<file path="src/rtl/conv_job_sequencer_if.sv">
// Handshake bundle between the job sequencer and its neighbours:
// the descriptor queue, the fetch unit, the conv core and the writeback.
interface conv_job_sequencer_if #(
  parameter int OC2_LANES = 16,
  parameter int ACC_W     = 32,
  parameter int CNT_W     = 16
);
  logic                       cfg_valid;
  logic                       cfg_ready;
  logic [CNT_W-1:0]           cfg_n_pix;
  logic [CNT_W-1:0]           cfg_n_ic;
  logic [4:0]                 cfg_act_bits;
  logic [4:0]                 cfg_wgt_bits;
  logic [4:0]                 core_act_bits;
  logic [4:0]                 core_wgt_bits;
  logic                       fetch_valid;
  logic                       fetch_ready;
  logic [CNT_W-1:0]           fetch_pix;
  logic [CNT_W-1:0]           fetch_ic;
  logic                       core_out_valid;
  logic                       core_out_ready;
  logic [OC2_LANES*ACC_W-1:0] core_partial;
  logic                       res_valid;
  logic                       res_ready;
  logic [OC2_LANES*ACC_W-1:0] res_data;
  logic [CNT_W-1:0]           res_pix;
  logic                       res_last;
  logic                       busy;
  logic                       done;
  logic                       cfg_err;

  modport master (
    input  cfg_valid, cfg_n_pix, cfg_n_ic, cfg_act_bits, cfg_wgt_bits,
           fetch_ready, core_out_valid, core_partial, res_ready,
    output cfg_ready, core_act_bits, core_wgt_bits, fetch_valid, fetch_pix,
           fetch_ic, core_out_ready, res_valid, res_data, res_pix, res_last,
           busy, done, cfg_err
  );

  modport slave (
    output cfg_valid, cfg_n_pix, cfg_n_ic, cfg_act_bits, cfg_wgt_bits,
           fetch_ready, core_out_valid, core_partial, res_ready,
    input  cfg_ready, core_act_bits, core_wgt_bits, fetch_valid, fetch_pix,
           fetch_ic, core_out_ready, res_valid, res_data, res_pix, res_last,
           busy, done, cfg_err
  );
endinterface

</file>
<file path="src/rtl/conv_job_sequencer.sv">
// Job-level controller: issues pixel-major / IC-chunk-minor tile fetches and
// accumulates the core's per-chunk partials into one result vector per pixel.
module conv_job_sequencer #(
  parameter int OC2_LANES = 16,
  parameter int ACC_W     = 32,
  parameter int CNT_W     = 16,
  parameter int MAX_OUTST = 4
) (
  input logic clk,
  input logic rst_n,
  conv_job_sequencer_if.master bus
);
  typedef enum logic [1:0] {IDLE, RUN, DRAIN, DONE} state_t;
  localparam int OW = 4;
  localparam int VW = OC2_LANES * ACC_W;

  state_t           state_q, state_d;
  logic [CNT_W-1:0] n_pix_q, n_pix_d, n_ic_q, n_ic_d;
  logic [CNT_W-1:0] ip_q, ip_d, ic_q, ic_d, rp_q, rp_d, rc_q, rc_d;
  logic [CNT_W-1:0] res_pix_q, res_pix_d;
  logic [4:0]       act_bits_q, act_bits_d, wgt_bits_q, wgt_bits_d;
  logic             issue_done_q, issue_done_d;
  logic [OW-1:0]    outst_q, outst_d;
  logic             res_valid_q, res_valid_d, res_last_q, res_last_d;
  logic             done_q, done_d, cfg_err_q, cfg_err_d;
  logic [VW-1:0]    res_data_q, res_data_d, acc_q, acc_d, sum_vec;

  logic [CNT_W-1:0] pix_last, ic_last;
  logic             fetch_vld, core_rdy, fetch_fire, core_fire, rc_final, cfg_ok;

  function automatic logic bits_ok(input logic [4:0] b);
    return (b == 5'd2) || (b == 5'd4) || (b == 5'd8) || (b == 5'd16);
  endfunction

  function automatic logic [ACC_W-1:0] lane_add(input logic signed [ACC_W-1:0] a,
                                                input logic signed [ACC_W-1:0] b);
    return a + b;
  endfunction

  assign pix_last   = n_pix_q - CNT_W'(1);
  assign ic_last    = n_ic_q - CNT_W'(1);
  assign rc_final   = (rc_q == ic_last);
  assign fetch_vld  = (state_q == RUN) && !issue_done_q && (outst_q < OW'(MAX_OUTST));
  // A completing chunk may only land once the result slot is free or draining.
  assign core_rdy   = (outst_q != '0) && !(rc_final && res_valid_q && !bus.res_ready);
  assign fetch_fire = fetch_vld && bus.fetch_ready;
  assign core_fire  = core_rdy && bus.core_out_valid;
  assign cfg_ok     = (bus.cfg_n_pix != '0) && (bus.cfg_n_ic != '0) &&
                      bits_ok(bus.cfg_act_bits) && bits_ok(bus.cfg_wgt_bits);

  always_comb begin
    sum_vec = '0;
    for (int i = 0; i < OC2_LANES; i++) begin
      sum_vec[i*ACC_W +: ACC_W] = (rc_q == '0) ? bus.core_partial[i*ACC_W +: ACC_W]
                                 : lane_add(acc_q[i*ACC_W +: ACC_W],
                                            bus.core_partial[i*ACC_W +: ACC_W]);
    end
  end

  always_comb begin
    state_d      = state_q;
    n_pix_d      = n_pix_q;
    n_ic_d       = n_ic_q;
    ip_d         = ip_q;
    ic_d         = ic_q;
    rp_d         = rp_q;
    rc_d         = rc_q;
    act_bits_d   = act_bits_q;
    wgt_bits_d   = wgt_bits_q;
    issue_done_d = issue_done_q;
    res_valid_d  = res_valid_q;
    res_data_d   = res_data_q;
    res_pix_d    = res_pix_q;
    res_last_d   = res_last_q;
    acc_d        = acc_q;
    done_d       = 1'b0;
    cfg_err_d    = 1'b0;
    outst_d      = outst_q + OW'(fetch_fire) - OW'(core_fire);
    if (res_valid_q && bus.res_ready) res_valid_d = 1'b0;

    case (state_q)
      IDLE: begin
        if (bus.cfg_valid) begin
          if (cfg_ok) begin
            n_pix_d      = bus.cfg_n_pix;
            n_ic_d       = bus.cfg_n_ic;
            act_bits_d   = bus.cfg_act_bits;
            wgt_bits_d   = bus.cfg_wgt_bits;
            ip_d         = '0;
            ic_d         = '0;
            rp_d         = '0;
            rc_d         = '0;
            issue_done_d = 1'b0;
            state_d      = RUN;
          end else begin
            cfg_err_d = 1'b1;
          end
        end
      end
      RUN: begin
        if (fetch_fire) begin
          if (ic_q == ic_last) begin
            ic_d = '0;
            if (ip_q == pix_last) issue_done_d = 1'b1;
            else                  ip_d = ip_q + CNT_W'(1);
          end else begin
            ic_d = ic_q + CNT_W'(1);
          end
        end
        if (core_fire) begin
          acc_d = sum_vec;
          if (rc_final) begin
            res_data_d  = sum_vec;
            res_valid_d = 1'b1;
            res_pix_d   = rp_q;
            res_last_d  = (rp_q == pix_last);
            rc_d        = '0;
            rp_d        = rp_q + CNT_W'(1);
            if (rp_q == pix_last) state_d = DRAIN;
          end else begin
            rc_d = rc_q + CNT_W'(1);
          end
        end
      end
      DRAIN: begin
        if (res_valid_q && bus.res_ready) begin
          state_d = DONE;
          done_d  = 1'b1;
        end
      end
      DONE: state_d = IDLE;
    endcase
  end

  always_ff @(posedge clk or negedge rst_n) begin
    if (!rst_n) begin
      state_q      <= IDLE;
      n_pix_q      <= '0;
      n_ic_q       <= '0;
      ip_q         <= '0;
      ic_q         <= '0;
      rp_q         <= '0;
      rc_q         <= '0;
      act_bits_q   <= 5'd2;
      wgt_bits_q   <= 5'd2;
      issue_done_q <= 1'b0;
      outst_q      <= '0;
      res_valid_q  <= 1'b0;
      res_data_q   <= '0;
      res_pix_q    <= '0;
      res_last_q   <= 1'b0;
      done_q       <= 1'b0;
      cfg_err_q    <= 1'b0;
    end else begin
      state_q      <= state_d;
      n_pix_q      <= n_pix_d;
      n_ic_q       <= n_ic_d;
      ip_q         <= ip_d;
      ic_q         <= ic_d;
      rp_q         <= rp_d;
      rc_q         <= rc_d;
      act_bits_q   <= act_bits_d;
      wgt_bits_q   <= wgt_bits_d;
      issue_done_q <= issue_done_d;
      outst_q      <= outst_d;
      res_valid_q  <= res_valid_d;
      res_data_q   <= res_data_d;
      res_pix_q    <= res_pix_d;
      res_last_q   <= res_last_d;
      done_q       <= done_d;
      cfg_err_q    <= cfg_err_d;
    end
  end

  // Running sum is always reloaded on chunk 0, so it needs no reset.
  always_ff @(posedge clk) begin
    acc_q <= acc_d;
  end

  assign bus.cfg_ready      = (state_q == IDLE);
  assign bus.busy           = (state_q != IDLE);
  assign bus.core_act_bits  = act_bits_q;
  assign bus.core_wgt_bits  = wgt_bits_q;
  assign bus.fetch_valid    = fetch_vld;
  assign bus.fetch_pix      = ip_q;
  assign bus.fetch_ic       = ic_q;
  assign bus.core_out_ready = core_rdy;
  assign bus.res_valid      = res_valid_q;
  assign bus.res_data       = res_data_q;
  assign bus.res_pix        = res_pix_q;
  assign bus.res_last       = res_last_q;
  assign bus.done           = done_q;
  assign bus.cfg_err        = cfg_err_q;
endmodule
</file>
<file path="src/flat_wrapper.sv">
// flat-port wrapper written by rule: the top's interface ports become plain ports
module conv_job_sequencer_flat 
#(
  parameter int OC2_LANES = 16,
  parameter int ACC_W     = 32,
  parameter int CNT_W     = 16,
  parameter int MAX_OUTST = 4
)
  (clk, rst_n, bus_cfg_valid, bus_cfg_n_pix, bus_cfg_n_ic, bus_cfg_act_bits, bus_cfg_wgt_bits, bus_fetch_ready, bus_core_out_valid, bus_core_partial, bus_res_ready, bus_cfg_ready, bus_core_act_bits, bus_core_wgt_bits, bus_fetch_valid, bus_fetch_pix, bus_fetch_ic, bus_core_out_ready, bus_res_valid, bus_res_data, bus_res_pix, bus_res_last, bus_busy, bus_done, bus_cfg_err);
  conv_job_sequencer_if #(.OC2_LANES(OC2_LANES), .ACC_W(ACC_W), .CNT_W(CNT_W)) bus_i ();
  input logic clk;
  input logic rst_n;
  input wire logic [$bits(bus_i.cfg_valid)-1:0] bus_cfg_valid;
  input wire logic [$bits(bus_i.cfg_n_pix)-1:0] bus_cfg_n_pix;
  input wire logic [$bits(bus_i.cfg_n_ic)-1:0] bus_cfg_n_ic;
  input wire logic [$bits(bus_i.cfg_act_bits)-1:0] bus_cfg_act_bits;
  input wire logic [$bits(bus_i.cfg_wgt_bits)-1:0] bus_cfg_wgt_bits;
  input wire logic [$bits(bus_i.fetch_ready)-1:0] bus_fetch_ready;
  input wire logic [$bits(bus_i.core_out_valid)-1:0] bus_core_out_valid;
  input wire logic [$bits(bus_i.core_partial)-1:0] bus_core_partial;
  input wire logic [$bits(bus_i.res_ready)-1:0] bus_res_ready;
  output wire logic [$bits(bus_i.cfg_ready)-1:0] bus_cfg_ready;
  output wire logic [$bits(bus_i.core_act_bits)-1:0] bus_core_act_bits;
  output wire logic [$bits(bus_i.core_wgt_bits)-1:0] bus_core_wgt_bits;
  output wire logic [$bits(bus_i.fetch_valid)-1:0] bus_fetch_valid;
  output wire logic [$bits(bus_i.fetch_pix)-1:0] bus_fetch_pix;
  output wire logic [$bits(bus_i.fetch_ic)-1:0] bus_fetch_ic;
  output wire logic [$bits(bus_i.core_out_ready)-1:0] bus_core_out_ready;
  output wire logic [$bits(bus_i.res_valid)-1:0] bus_res_valid;
  output wire logic [$bits(bus_i.res_data)-1:0] bus_res_data;
  output wire logic [$bits(bus_i.res_pix)-1:0] bus_res_pix;
  output wire logic [$bits(bus_i.res_last)-1:0] bus_res_last;
  output wire logic [$bits(bus_i.busy)-1:0] bus_busy;
  output wire logic [$bits(bus_i.done)-1:0] bus_done;
  output wire logic [$bits(bus_i.cfg_err)-1:0] bus_cfg_err;
  assign bus_i.cfg_valid = bus_cfg_valid;
  assign bus_i.cfg_n_pix = bus_cfg_n_pix;
  assign bus_i.cfg_n_ic = bus_cfg_n_ic;
  assign bus_i.cfg_act_bits = bus_cfg_act_bits;
  assign bus_i.cfg_wgt_bits = bus_cfg_wgt_bits;
  assign bus_i.fetch_ready = bus_fetch_ready;
  assign bus_i.core_out_valid = bus_core_out_valid;
  assign bus_i.core_partial = bus_core_partial;
  assign bus_i.res_ready = bus_res_ready;
  assign bus_cfg_ready = bus_i.cfg_ready;
  assign bus_core_act_bits = bus_i.core_act_bits;
  assign bus_core_wgt_bits = bus_i.core_wgt_bits;
  assign bus_fetch_valid = bus_i.fetch_valid;
  assign bus_fetch_pix = bus_i.fetch_pix;
  assign bus_fetch_ic = bus_i.fetch_ic;
  assign bus_core_out_ready = bus_i.core_out_ready;
  assign bus_res_valid = bus_i.res_valid;
  assign bus_res_data = bus_i.res_data;
  assign bus_res_pix = bus_i.res_pix;
  assign bus_res_last = bus_i.res_last;
  assign bus_busy = bus_i.busy;
  assign bus_done = bus_i.done;
  assign bus_cfg_err = bus_i.cfg_err;
  conv_job_sequencer #(.OC2_LANES(OC2_LANES), .ACC_W(ACC_W), .CNT_W(CNT_W), .MAX_OUTST(MAX_OUTST)) u_core (.clk(clk), .rst_n(rst_n), .bus(bus_i));
endmodule
</file>
<file path="config.mk">
export PLATFORM = sky130hd
export DESIGN_NAME = conv_job_sequencer_flat
export DESIGN_NICKNAME = d
export VERILOG_FILES = /design/src/rtl/conv_job_sequencer_if.sv /design/src/rtl/conv_job_sequencer.sv /design/src/flat_wrapper.sv
export SDC_FILE = /design/constraint.sdc
export NUM_CORES = 2
export LEC_CHECK = 0
export ABC_AREA = 0
export CAP_MARGIN = 20
export CORE_AREA = 5 5 440 442
export CTS_CLUSTER_DIAMETER = 50
export CTS_CLUSTER_SIZE = 16
export DETAILED_ROUTE_END_ITERATION = 10
export DIE_AREA = 0 0 445 447
export GPL_TIMING_DRIVEN = 0
export PLACE_DENSITY = 0.69
export REMOVE_ABC_BUFFERS = 1
export SYNTH_ARGS = -nofsm -noshare
export SYNTH_HDL_FRONTEND = slang
export SYNTH_SLANG_ARGS = --single-unit
</file>
<file path="constraint.sdc">
create_clock -name clk -period 24.9 [get_ports clk]
set_clock_uncertainty 0.1 [all_clocks]
set_input_delay 4.98 -clock clk [delete_from_list [all_inputs] [get_ports clk]]
set_output_delay 4.98 -clock clk [all_outputs]
set_load 0.05 [all_outputs]
</file>
==> flow_summary.json <==
{
  "finalSetupTns_ps": 0,
  "synth-simple-area-share_pct": 14.0,
  "grt_util_all_layers_pct": 23.5,
  "cts_buffers": 164,
  "die-area_mm2": 0.199,
  "worstPathArrival_ps": 7030,
  "finalSetupViolCount": 0,
  "wl_per_cell_um": 22.0,
  "max-clock-path-buffers": 3,
  "fin_crit_sh_pct": 48.6,
  "synthToLayoutAreaGrowth_pct": 30.4,
  "clock_latency_ps": 830,
  "p_leak_nw": 39.6,
  "dieWidth_um": 445,
  "place_congestion": 0.902,
  "place_inst": 10611,
  "power.total_mw": 11.7,
  "cts_tree": "built",
  "setup_ws_ps": 12790,
  "io_pins": 1138,
  "max_freq_mhz": 82.6,
  "syn-instance-count": 7102,
  "yosys-mux-area-fraction_pct": 6.91,
  "clock-root-buffer": "clkbuf_16",
  "core_mm2": 0.189,
  "pre_cts_slack_ps": 12860,
  "crit_type": "in -> out",
  "final_max_slew_viol_count": 0,
  "grt_pass1_vias": 59168,
  "synthTopCellsByArea": "dfrtp_1 (23%), edfxtp_1 (22%), ha_1 (9.0%), mux2_2 (6.7%), nand2_1 (5.0%)",
  "min_period_ps": 12110,
  "routed_wl_um": 243000,
  "max-cap-violations": 0,
  "ys_seq_area_share_pct": 44.5,
  "whs_ps": 361,
  "synth_flop_cell": "dfrtp_1",
  "min_path_type": "reg -> reg",
  "antenna_found_initial": 103,
  "grt_max_degree": 117,
  "clk_pin_slew_ps": 40,
  "ant_nets": 0,
  "yosys.area.top_type_share_pct": 22.7,
  "htree_levels": 4,
  "synth_top_area_cell": "dfrtp_1",
  "synth_top_family_by_area": "compound AO/OA/AOI/OAI gates",
  "post_cts_buffers": 0,
  "stdcell_count": 10999,
  "tightestPinTransition_ps": 984,
  "rsz0062_at_grt": "false",
  "synth-edff-count": 512,
  "drive_above_1_share_pct": 10.3,
  "cts_hold_buf": 0,
  "dp_hpwl_um": 187000,
  "slowest_stage": "clkdlybuf4s50_1",
  "synthXorXnorAreaFrac_pct": 7.09,
  "synth-compound-area-share_pct": 15.8,
  "start_util_pct": 37.4,
  "final_core_util_pct": 48.8,
  "synth_cell_types": 88,
  "yosys-top-cells-count": "nand2_1 (940), dfrtp_1 (643), nor2_1 (632), a21oi_1 (577), edfxtp_1 (512)",
  "ir_worst_vdd_v": 0.0000815,
  "status": "completed",
  "fin_area_mm2": 0.0923,
  "cts_resized": 0,
  "fp.dieH_um": 447,
  "end_kind": "output pin",
  "grt_pass1_wl_um": 362000,
  "drc": 0,
  "worstPathCellList": "clkdlybuf4s50_1, nand2b_1, nor3_1, nor2_1, clkdlybuf4s50_1",
  "crit_fanout": 5,
  "port-buffer-count": 1137,
  "core.rowCount": 160,
  "ys_ff_latch": 1157,
  "cp.required_ps": 19820,
  "drtIter0Drc": 3838,
  "first_pass_iters": 7,
  "fin_nets": 9354,
  "slowest_delay_ps": 890,
  "postSynthAreaPerCell_um2": 9.97,
  "cellPowerDensity_mw_per_mm2": 126,
  "synthArstFlopShare_pct": 55.7,
  "viasPerCell": 5.39,
  "slew_headroom_pct": 33.5,
  "placed_area_mm2": 0.0863,
  "worstSetupStartpointType": "input pin",
  "grt-ovfl-total": 0,
  "ys_warn_count": 0,
  "yosysMostFrequentCell": "nand2_1",
  "crit_top_cell": "clkdlybuf4s50_1",
  "hold_violations": 0,
  "vias": 59283,
  "syn_area_mm2": 0.0708,
  "synth-adder-area-share_pct": 9.51,
  "clock_sinks": 1157
}
## cells by family after synthesis
group | after synthesis
compound gates | 1793
xor+xnor | 569
fa+ha+maj | 528
buf+inv | 404
flops | 1157
mux | 436
simple gates | 2215
## placed cells by master, fill, tap and decap left out, drive strengths merged, types with 42 or more instances in the layout
master	n
o21ai	397
inv	206
nand2	940
o21a	64
mux2	423
ha	511
clkdlybuf4s50	1136
a31oi	89
xor2	251
xnor2	315
nor2b	59
nor4	42
and3	48
clkbuf	196
diode	81
nor2	632
o21bai	55
nand4	67
a21oi	578
a211oi	61
a21o	276
nand3	108
buf	105
dfrtp	643
nor3	78
edfxtp	512
o31ai	43
nand2b	55
## registers in the layout, summed over array words and instances (netlist names), 2 cells and up
| name | cells |
|---|---|
| u_core.bus.fetch_ic | 16 |
| u_core.bus.res_data | 512 |
| u_core.outst_q | 4 |
| u_core.bus.res_pix | 16 |
| u_core.bus.core_act_bits | 5 |
| u_core.bus.fetch_pix | 16 |
| u_core.bus.core_wgt_bits | 5 |
| u_core.rc_q | 16 |
| u_core.rp_q | 16 |
| u_core.n_ic_q | 16 |
| u_core.acc_q | 512 |
| u_core.n_pix_q | 16 |
| u_core.state_q | 2 |
## report_power, final
part           leakage (nW)  switching (mW)  internal, mW
clock                  2.82            1.01          1.49
sequential             13.4           0.326          2.78
combinational          23.4            3.87          2.17
## worst max-delay path, delay by kind of cell
family	cells	cell delay, ps
and+or+nand+nor	3	650
buffers and inverters	2	1390
## final timing paths
| path | from | slack (ps) | end | cells after the start |
|---|---|---|---|---|
| worst min-delay path | u_core.bus.res_data[503] | 360 | u_core.bus.res_data[503] | 2 |
| max in group asynchronous | rst_n | 18520 | u_core.bus.res_data[196] | 4 |
| worst min register to register | u_core.bus.res_data[503] | 360 | u_core.bus.res_data[503] | 2 |
| worst max-delay path | bus_res_ready | 12790 | bus_core_out_ready | 5 |
| worst max register to register | u_core.n_ic_q[0] | 18810 | u_core.bus.res_data[412] | 18 |
| min in group asynchronous | rst_n | 4020 | u_core.bus.res_data[457] | 1 |
## layer usage
layer  GRT usage [%]  part of all wire, %  vias up  routed length, um
met3            5.62                  6.3      541              15200
met2            38.7                   47     1782             115000
met1            26.8                   39    28677              94100
li1                -                    -    28251                  -
met5               0                0.089        -                217
met4            16.6                  7.5       32              18200
## cell type report
class                   instances  area (um2)
repair buffers               1241       13200
clock inverters               111        1380
flip-flops and latches       1157       31500
clock buffers                 196        4490
fillers                     17237       96900
diodes                         81         203
well taps                    2511        3140
multi-input cells            5541       37800
inverters                     161         612
No activity file was read; power rests on OpenSTA's default activity.
